`config.mk`:
```
export PLATFORM = sky130hd
export DESIGN_NAME = axil_reg_block_param
export DESIGN_NICKNAME = d
export VERILOG_FILES = /design/src/rtl/dpa_regs_pkg.sv /design/src/rtl/dpa_status_reg.sv /design/src/rtl/axil_reg_block_param.sv
export SDC_FILE = /design/constraint.sdc
export NUM_CORES = 1
export LEC_CHECK = 0
export BUFFER_PORTS_ARGS = -buffer_cell sky130_fd_sc_hd__buf_4
export CORE_UTILIZATION = 45
export CTS_CLUSTER_SIZE = 25
export DETAILED_ROUTE_END_ITERATION = 7
export GPL_TIMING_DRIVEN = 0
export PLACE_DENSITY = 0.7
export SYNTH_ARGS = -nofsm -noshare
export SYNTH_HDL_FRONTEND = slang
export SYNTH_SLANG_ARGS = --single-unit
```
`constraint.sdc`:
```
create_clock -name ACLK -period 3.4 [get_ports ACLK]
set_clock_uncertainty 0.1 [all_clocks]
set_input_delay 0.34 -clock ACLK [delete_from_list [all_inputs] [get_ports ACLK]]
set_output_delay 0.34 -clock ACLK [all_outputs]
set_load 0.05 [all_outputs]
```
`src/rtl/dpa_regs_pkg.sv`:
```
// Shared constants and state types for the dot-product accelerator register block.
package dpa_regs_pkg;

   // AXI response codes
   localparam logic [1:0] RESP_OKAY   = 2'b00;
   localparam logic [1:0] RESP_SLVERR = 2'b10;

   // Status word bit positions
   localparam int STAT_BUSY = 0;
   localparam int STAT_DONE = 1;
   localparam int STAT_ERR  = 2;

   // Register word indices
   localparam int REG_CTRL     = 0;
   localparam int REG_VEC_A    = 1;
   localparam int REG_VEC_B    = 2;
   localparam int REG_LEN      = 3;
   localparam int REG_OUT_ADDR = 4;
   localparam int REG_STATUS   = 5;

   typedef enum logic [1:0] {
      W_IDLE   = 2'd0,
      W_HAVE_A = 2'd1,
      W_HAVE_D = 2'd2,
      W_RESP   = 2'd3
   } wr_state_t;

   typedef enum logic {
      R_IDLE = 1'b0,
      R_DATA = 1'b1
   } rd_state_t;

endpackage

```
`src/rtl/dpa_status_reg.sv`:
```
// Status word: busy/done/error flags, cleared by W1C writes and set by datapath events.
// A hardware set always beats a software clear of the same bit in the same cycle.
module dpa_status_reg
   import dpa_regs_pkg::*;
#(
   parameter int DATA_W = 32
) (
   input  logic              ACLK,
   input  logic              ARESETn,
   input  logic              w1c_en,
   input  logic [2:0]        w1c_bits,
   input  logic              set_busy,
   input  logic              set_done,
   input  logic              set_error,
   output logic [DATA_W-1:0] status
);

   logic busy_q, done_q, err_q;
   logic busy_d, done_d, err_d;

   // Next flag values: apply W1C first, then hardware events (error > done > busy)
   always_comb begin
      busy_d = busy_q;
      done_d = done_q;
      err_d  = err_q;
      if (w1c_en) begin
         busy_d = busy_q & ~w1c_bits[STAT_BUSY];
         done_d = done_q & ~w1c_bits[STAT_DONE];
         err_d  = err_q  & ~w1c_bits[STAT_ERR];
      end
      if (set_error) begin
         err_d  = 1'b1;
         busy_d = 1'b0;
      end else if (set_done) begin
         done_d = 1'b1;
         busy_d = 1'b0;
      end else if (set_busy) begin
         busy_d = 1'b1;
      end
   end

   // Flag registers
   always_ff @(posedge ACLK or negedge ARESETn) begin
      if (!ARESETn) begin
         busy_q <= 1'b0;
         done_q <= 1'b0;
         err_q  <= 1'b0;
      end else begin
         busy_q <= busy_d;
         done_q <= done_d;
         err_q  <= err_d;
      end
   end

   // Pack flags into the status word; reserved bits read as zero
   always_comb begin
      status            = '0;
      status[STAT_BUSY] = busy_q;
      status[STAT_DONE] = done_q;
      status[STAT_ERR]  = err_q;
   end

endmodule

```
`src/rtl/axil_reg_block_param.sv`:
```
// AXI4-Lite control/status register file for the dot-product accelerator.
// Handshake rule for every channel: a transfer happens on a rising ACLK edge where
// VALID and READY are both high; VALID, once raised, holds its payload until that edge.
// All READY outputs are registered, so they are low in the first cycle after reset.
module axil_reg_block_param
   import dpa_regs_pkg::*;
#(
   parameter int ADDR_W     = 32,
   parameter int DATA_W     = 32,
   parameter int NUM_REGS   = 8,
   parameter int CTRL_IDX   = REG_CTRL,
   parameter int STATUS_IDX = REG_STATUS
) (
   input  logic                     ACLK,
   input  logic                     ARESETn,
   input  logic                     AWVALID,
   input  logic [ADDR_W-1:0]        AWADDR,
   output logic                     AWREADY,
   input  logic                     WVALID,
   input  logic [DATA_W-1:0]        WDATA,
   input  logic [DATA_W/8-1:0]      WSTRB,
   output logic                     WREADY,
   output logic                     BVALID,
   output logic [1:0]               BRESP,
   input  logic                     BREADY,
   input  logic                     ARVALID,
   input  logic [ADDR_W-1:0]        ARADDR,
   output logic                     ARREADY,
   output logic                     RVALID,
   output logic [DATA_W-1:0]        RDATA,
   output logic [1:0]               RRESP,
   input  logic                     RREADY,
   output logic [NUM_REGS*DATA_W-1:0] regs_o,
   output logic                     start_pulse,
   input  logic                     set_busy,
   input  logic                     set_done,
   input  logic                     set_error
);

   localparam int STRB_W = DATA_W / 8;
   localparam int IDX_W  = (NUM_REGS > 1) ? $clog2(NUM_REGS) : 1;

   // Word-aligned and inside the register window
   function automatic logic addr_ok(input logic [ADDR_W-1:0] a);
      return (a[1:0] == 2'b00) && (a[ADDR_W-1:2] < (ADDR_W-2)'(NUM_REGS));
   endfunction

   wr_state_t           wr_state, wr_next;
   rd_state_t           rd_state, rd_next;
   logic                awready_q, wready_q, arready_q;
   logic [ADDR_W-1:0]   aw_hold;
   logic [DATA_W-1:0]   w_hold;
   logic [STRB_W-1:0]   s_hold;
   logic [1:0]          bresp_q, rresp_q;
   logic [DATA_W-1:0]   rdata_q;
   logic                start_q;

   logic                aw_hs, w_hs, ar_hs;
   logic                commit;
   logic [ADDR_W-1:0]   c_addr;
   logic [DATA_W-1:0]   c_data;
   logic [STRB_W-1:0]   c_strb;
   logic [IDX_W-1:0]    c_idx, r_idx;
   logic                c_start, c_okay, wr_en;

   logic [DATA_W-1:0]   regs     [NUM_REGS];
   logic [DATA_W-1:0]   reg_view [NUM_REGS];
   logic [DATA_W-1:0]   status;

   assign aw_hs = AWVALID && awready_q;
   assign w_hs  = WVALID  && wready_q;
   assign ar_hs = ARVALID && arready_q;

   // Write FSM next state and selection of the address/data that commit this cycle
   always_comb begin
      wr_next = wr_state;
      commit  = 1'b0;
      c_addr  = aw_hold;
      c_data  = w_hold;
      c_strb  = s_hold;
      case (wr_state)
         W_IDLE: begin
            if (aw_hs && w_hs) begin
               commit  = 1'b1;
               c_addr  = AWADDR;
               c_data  = WDATA;
               c_strb  = WSTRB;
               wr_next = W_RESP;
            end else if (aw_hs) begin
               wr_next = W_HAVE_A;
            end else if (w_hs) begin
               wr_next = W_HAVE_D;
            end
         end
         W_HAVE_A: begin
            if (w_hs) begin
               commit  = 1'b1;
               c_data  = WDATA;
               c_strb  = WSTRB;
               wr_next = W_RESP;
            end
         end
         W_HAVE_D: begin
            if (aw_hs) begin
               commit  = 1'b1;
               c_addr  = AWADDR;
               wr_next = W_RESP;
            end
         end
         W_RESP: begin
            if (BREADY) wr_next = W_IDLE;
         end
         default: wr_next = W_IDLE;
      endcase
   end

   // Commit decode: address check plus the start-while-busy rejection
   always_comb begin
      c_idx   = c_addr[IDX_W+1:2];
      c_start = c_data[0] && c_strb[0] && (c_idx == IDX_W'(CTRL_IDX));
      c_okay  = addr_ok(c_addr) && !(c_start && status[STAT_BUSY]);
      wr_en   = commit && c_okay;
   end

   // Write channel state, holding registers, response and start pulse
   always_ff @(posedge ACLK or negedge ARESETn) begin
      if (!ARESETn) begin
         wr_state  <= W_IDLE;
         awready_q <= 1'b0;
         wready_q  <= 1'b0;
         aw_hold   <= '0;
         w_hold    <= '0;
         s_hold    <= '0;
         bresp_q   <= RESP_OKAY;
         start_q   <= 1'b0;
      end else begin
         wr_state  <= wr_next;
         awready_q <= (wr_next == W_IDLE) || (wr_next == W_HAVE_D);
         wready_q  <= (wr_next == W_IDLE) || (wr_next == W_HAVE_A);
         if (aw_hs) aw_hold <= AWADDR;
         if (w_hs) begin
            w_hold <= WDATA;
            s_hold <= WSTRB;
         end
         if (commit) bresp_q <= c_okay ? RESP_OKAY : RESP_SLVERR;
         start_q <= wr_en && c_start;
      end
   end

   // Plain registers with byte-lane writes; CTRL bit0 self-clears when the datapath finishes
   always_ff @(posedge ACLK or negedge ARESETn) begin
      if (!ARESETn) begin
         for (int i = 0; i < NUM_REGS; i++) regs[i] <= '0;
      end else begin
         if (wr_en && (c_idx != IDX_W'(STATUS_IDX))) begin
            for (int b = 0; b < STRB_W; b++) begin
               if (c_strb[b]) regs[c_idx][b*8 +: 8] <= c_data[b*8 +: 8];
            end
         end
         if (set_done || set_error) regs[CTRL_IDX][0] <= 1'b0;
      end
   end

   dpa_status_reg #(
      .DATA_W (DATA_W)
   ) u_status (
      .ACLK      (ACLK),
      .ARESETn   (ARESETn),
      .w1c_en    (wr_en && (c_idx == IDX_W'(STATUS_IDX))),
      .w1c_bits  (c_data[2:0] & {3{c_strb[0]}}),
      .set_busy  (set_busy),
      .set_done  (set_done),
      .set_error (set_error),
      .status    (status)
   );

   // Register view as seen by reads and regs_o (status word comes from its own block)
   always_comb begin
      for (int i = 0; i < NUM_REGS; i++) reg_view[i] = regs[i];
      reg_view[STATUS_IDX] = status;
   end

   // Flatten the register view
   always_comb begin
      regs_o = '0;
      for (int i = 0; i < NUM_REGS; i++) regs_o[i*DATA_W +: DATA_W] = reg_view[i];
   end

   // Read FSM next state
   always_comb begin
      rd_next = rd_state;
      case (rd_state)
         R_IDLE:  if (ar_hs)  rd_next = R_DATA;
         R_DATA:  if (RREADY) rd_next = R_IDLE;
         default: rd_next = R_IDLE;
      endcase
   end

   assign r_idx = ARADDR[IDX_W+1:2];

   // Read channel state and registered read data/response
   always_ff @(posedge ACLK or negedge ARESETn) begin
      if (!ARESETn) begin
         rd_state  <= R_IDLE;
         arready_q <= 1'b0;
         rdata_q   <= '0;
         rresp_q   <= RESP_OKAY;
      end else begin
         rd_state  <= rd_next;
         arready_q <= (rd_next == R_IDLE);
         if (ar_hs) begin
            if (addr_ok(ARADDR)) begin
               rdata_q <= reg_view[r_idx];
               rresp_q <= RESP_OKAY;
            end else begin
               rdata_q <= '0;
               rresp_q <= RESP_SLVERR;
            end
         end
      end
   end

   assign AWREADY     = awready_q;
   assign WREADY      = wready_q;
   assign BVALID      = (wr_state == W_RESP);
   assign BRESP       = bresp_q;
   assign ARREADY     = arready_q;
   assign RVALID      = (rd_state == R_DATA);
   assign RDATA       = rdata_q;
   assign RRESP       = rresp_q;
   assign start_pulse = start_q;

endmodule

```
==> run summary <==
The worst setup path is captured at a flip-flop. Setup violations remaining at the end of the flow were counted as 0. The die covers 35,500 sq um. From synthesis to final layout, the design area changed by 38.0%. STA classifies the critical path startpoint as a flip-flop. For this run, the leading register cell type out of synthesis is dfrtp_1. The half-perimeter wire length after detailed placement came out at 37,100 um. The cell sitting at the root of the clock tree is a clkbuf_16.

The iteration-0 DRC count of the detailed router is between 600 and 700. The power density of the placed cells is approximately 530 nW/um^2. The count of inserted antenna diode cells came out at 0. The multi-input combinational cell area is 6960 sq um. The count of synthesis-stage warnings from yosys came out at 0.

The peak clock frequency supported by timing is 0.309 GHz. The worst hold path belongs to the class primary input to flip-flop. The core footprint is 33,900 sq um. The synthesized cell area is roughly 16,000 sq um. The number of enable flip-flop cells after synthesis is 0. The leakage power figure is about 11 nW.

The largest buffer count on any clock path is 3. The critical path buffer and inverter count came out at 4. Ranked by instance count, the synthesized netlist is headed by mux2_2 (343), dfrtp_1 (336), nand2_1 (74), o21ai_0 (67), buf_4 (36). On the critical path, the stage with the largest delay is an instance of or4b_2.

The all-layer global routing usage is 0.298. TritonCTS built the clock tree. The combined flip-flop and latch cell area is 8410 sq um. The via count of the first global-routing pass came to 12,300. From bottom edge to top edge, the die measures ~190 um. The average size of a mapped cell came out at 13.9 sq um. The placed cell count came out at a little under 2,000. The most common cell in the synthesized netlist is mux2_2. The clock network latency to the later pin of the worst-skew pair came out at 530 ps. The clock-pin slew on the worst setup and hold paths is 60 ps. The number of distinct library cell variants in the gate-level netlist after synthesis came out at 47. After global routing the overflow that remains totals 0. The H-tree was split into 2 levels. The routed layout has 11,900 vias. The max-slew violation count is 0. The time the final worst path needs with I/O delays and setup is 3240 ps. Ranked by total cell area, the synthesized netlist is headed by dfrtp_1 (54%), mux2_2 (25%), mux4_2 (5.0%). The via density per instance is 5.56. At the pin with the least slew margin, the transition time is 1250 ps. The number of antenna violations at the first check in global routing is 0. The number of cell instances on the worst register-to-register path is 11. For this configuration, the core starts out at a cell density of 0.462. The number of endpoints with negative hold slack in the final report came out at 0.

The number of buffers created by CTS came out at 38. The number of inserted filler cells in the final layout came out at between 2,000 and 3,000. The share of flip-flops with an asynchronous set or reset is 1.00. The total DRC errors in the routed layout is 0.

The first TritonRoute pass finished after 5 iterations. The critical path data required time came out at 3700 ps. The run finished with clean final reports. During I/O placement, the number of pins put on the boundary was approximately 410. The count of clock tree sinks is 336. The endpoint identified for the worst register-to-register timing path is regs_o[125].

The worst hold path cell count came out at 3. The worst hold path terminates at u_status.err_q. The final-stage net count came out at 1,782. In this run the worst path has a maximum fanout of 10.

IR analysis of the VDD net gives a maximum drop of 0.490 mV. On the worst path, the slowest cell contributes a delay of between 600 and 700 ps. The placement row count came out at between 60 and 70. The maximum number of pins on one net before global-route repair came out at approximately 110. STA puts the critical path data arrival time at 3540 ps. The global-route wire length before repair is around 78,000 um. The share of layout cells above drive strength 1 came out at 0.539.

The total wire length after detailed routing came out at between 50,000 and 60,000 um. The minimum setup slack among reg-to-reg paths is 160 ps. The post-synthesis instance total came out at approximately 1,100.

The die is 188 um wide. The post-layout total power is 11.5 mW. Routability-driven placement finished with a final weighted congestion of 0.825. The remaining number of nets flagged by the antenna check after routing came out at 0. During placement, the flow inserted port buffers numbering around 370. After synthesis the netlist holds a flip-flop and latch count of 336. The critical path is of the flip-flop to flip-flop type. Counting buffers and inverters, the worst setup path is 11 cells deep. By instance count, the cell type seen most on the critical path is buf_4.

In this run the most critical hold path is launched from set_error. Traced cell by cell, the critical path runs through nand2_1 -> buf_6 -> or4b_2 -> o21ai_2 -> nand3_1 -> nand4b_1 -> buf_8 -> buf_4 -> nor3_4 -> buf_4 -> mux2_2. Of all cell types, the one taking the most synthesized area is dfrtp_1. The relative max-transition margin came out at 0.165. The share of the Yosys chip area taken by registers is 0.537. The area fraction of the dominant cell type after synthesis is 0.537. The non-filler instance count after layout is 2,139. The worst register-to-register path begins at WREADY. Setup repair after global routing left no endpoint under its margin. The routed wire length per instance is 24.6 um.

The count of max-cap constraint violations came out at 0. The final critical-path share of the clock period came out at 0.953. Grouping stages by cell kind, the critical path spends the most delay in simple AND/OR/NAND/NOR gates.
==> per-stage QoR <==
step / setup WS [ps] / util / cell area, sq um / hold WS [ps] / TNS [ps]
2_1_floorplan: 65.8 / - / 15800 / -55.6 / 0
3_3_place_gp: -1300 / 0.565 / 19100 / 364 / -500830
3_5_place_dp: -638 / 0.567 / 19200 / 159 / -76550
4_1_cts: 20.5 / 0.635 / 21500 / 14.8 / 0
5_1_grt: 3.88 / 0.638 / 21600 / 24.7 / 0
6_report: 160 / 0.638 / 21600 / 35.3 / 0
==> registers in the layout, summed over array words and instances (netlist names) <==
name / cells
u_status.err_q: 1
RDATA: 32
ARREADY: 1
AWREADY: 1
u_status.done_q: 1
WREADY: 1
BRESP: 1
wr_state: 2
aw_hold: 32
u_status.busy_q: 1
s_hold: 4
regs_o: 224
w_hold: 32
RRESP: 1
start_pulse: 1
RVALID: 1
==> timing repair <==
item / in CTS / in global routing
hold buffers: 72 / 0
setup buffers: 20 / 6
hold endpoints to repair: 118 / 0
setup endpoints to repair: 204 / 176
pin swaps: 20 / 2
gates cloned: 0 / 0
gates resized for setup: 13 / 12
==> metal layers <==
metal  GRT usage  routed length, um
met1       0.381              21400
met2       0.513              26400
met3      0.0643               3690
met4      0.0738               1170
met5           0                  0
==> report_power, final <==
part,total [mW],internal (mW),leakage [nW],switching (mW)
registers,4.72,4.45,4.51,0.269
clock network,4.01,2.40,0.597,1.61
logic,2.73,1.06,5.54,1.68
==> worst max-delay path by stage <==
stage	slack (ps)	start	end
after floorplan	70	AWREADY	regs_o[232]
after global placement	-1300	ARESETn	aw_hold[21]
after detailed placement	-640	AWREADY	regs_o[114]
after CTS	20	AWREADY	regs_o[137]
after global routing	4	AWREADY	regs_o[122]
final	160	WREADY	regs_o[125]
==> final cells by class <==
type                    count  share of cell area
flip-flops and latches    336               0.389
multi-input cells         734               0.322
repair buffers            474               0.184
clock buffers              49              0.0506
well taps                 448              0.0259
plain buffers              81              0.0221
clock inverters            10             0.00492
inverters                   7             0.00122
==> cell usage in the layout (no fill, tap or decap), types with 6 or more instances in the layout <==
cell / synthesis / final
a22oi_1: 16 / 16
nor3_1: 11 / 9
clkbuf_16: 0 / 39
nand3_1: 10 / 10
clkbuf_1: 34 / 34
nand2_1: 74 / 73
dfrtp_1: 336 / 336
nor2_1: 18 / 18
nand3_4: 8 / 8
buf_4: 36 / 420
conb_1: 1 / 31
clkinv_2: 0 / 6
mux2i_1: 35 / 35
buf_12: 0 / 13
mux4_2: 35 / 35
clkbuf_8: 0 / 8
o21ai_0: 67 / 65
inv_1: 7 / 7
mux2_2: 343 / 343
nor3_4: 8 / 18
nor4_1: 12 / 12
buf_1: 9 / 7
dlygate4sd3_1: 0 / 72
nand4_1: 12 / 12
==> kinds of logic (layout without fill, tap and decap cells) <==
family	after synthesis	in the layout	synth area share
other	1	31	0.000240
DFF	336	336	0.537
and+or+nand+nor	185	185	0.0729
buffers and inverters	88	621	0.0309
muxes	413	413	0.320
AOI/OAI and AO/OA	105	105	0.0392
==> tightest hold or removal path, delay by kind of cell <==
kind | cells | cell delay, ps
AOI/OAI and AO/OA | 1 | 90
buffers and inverters | 2 | 190
Note: power is estimated with default switching activity, not from simulation.
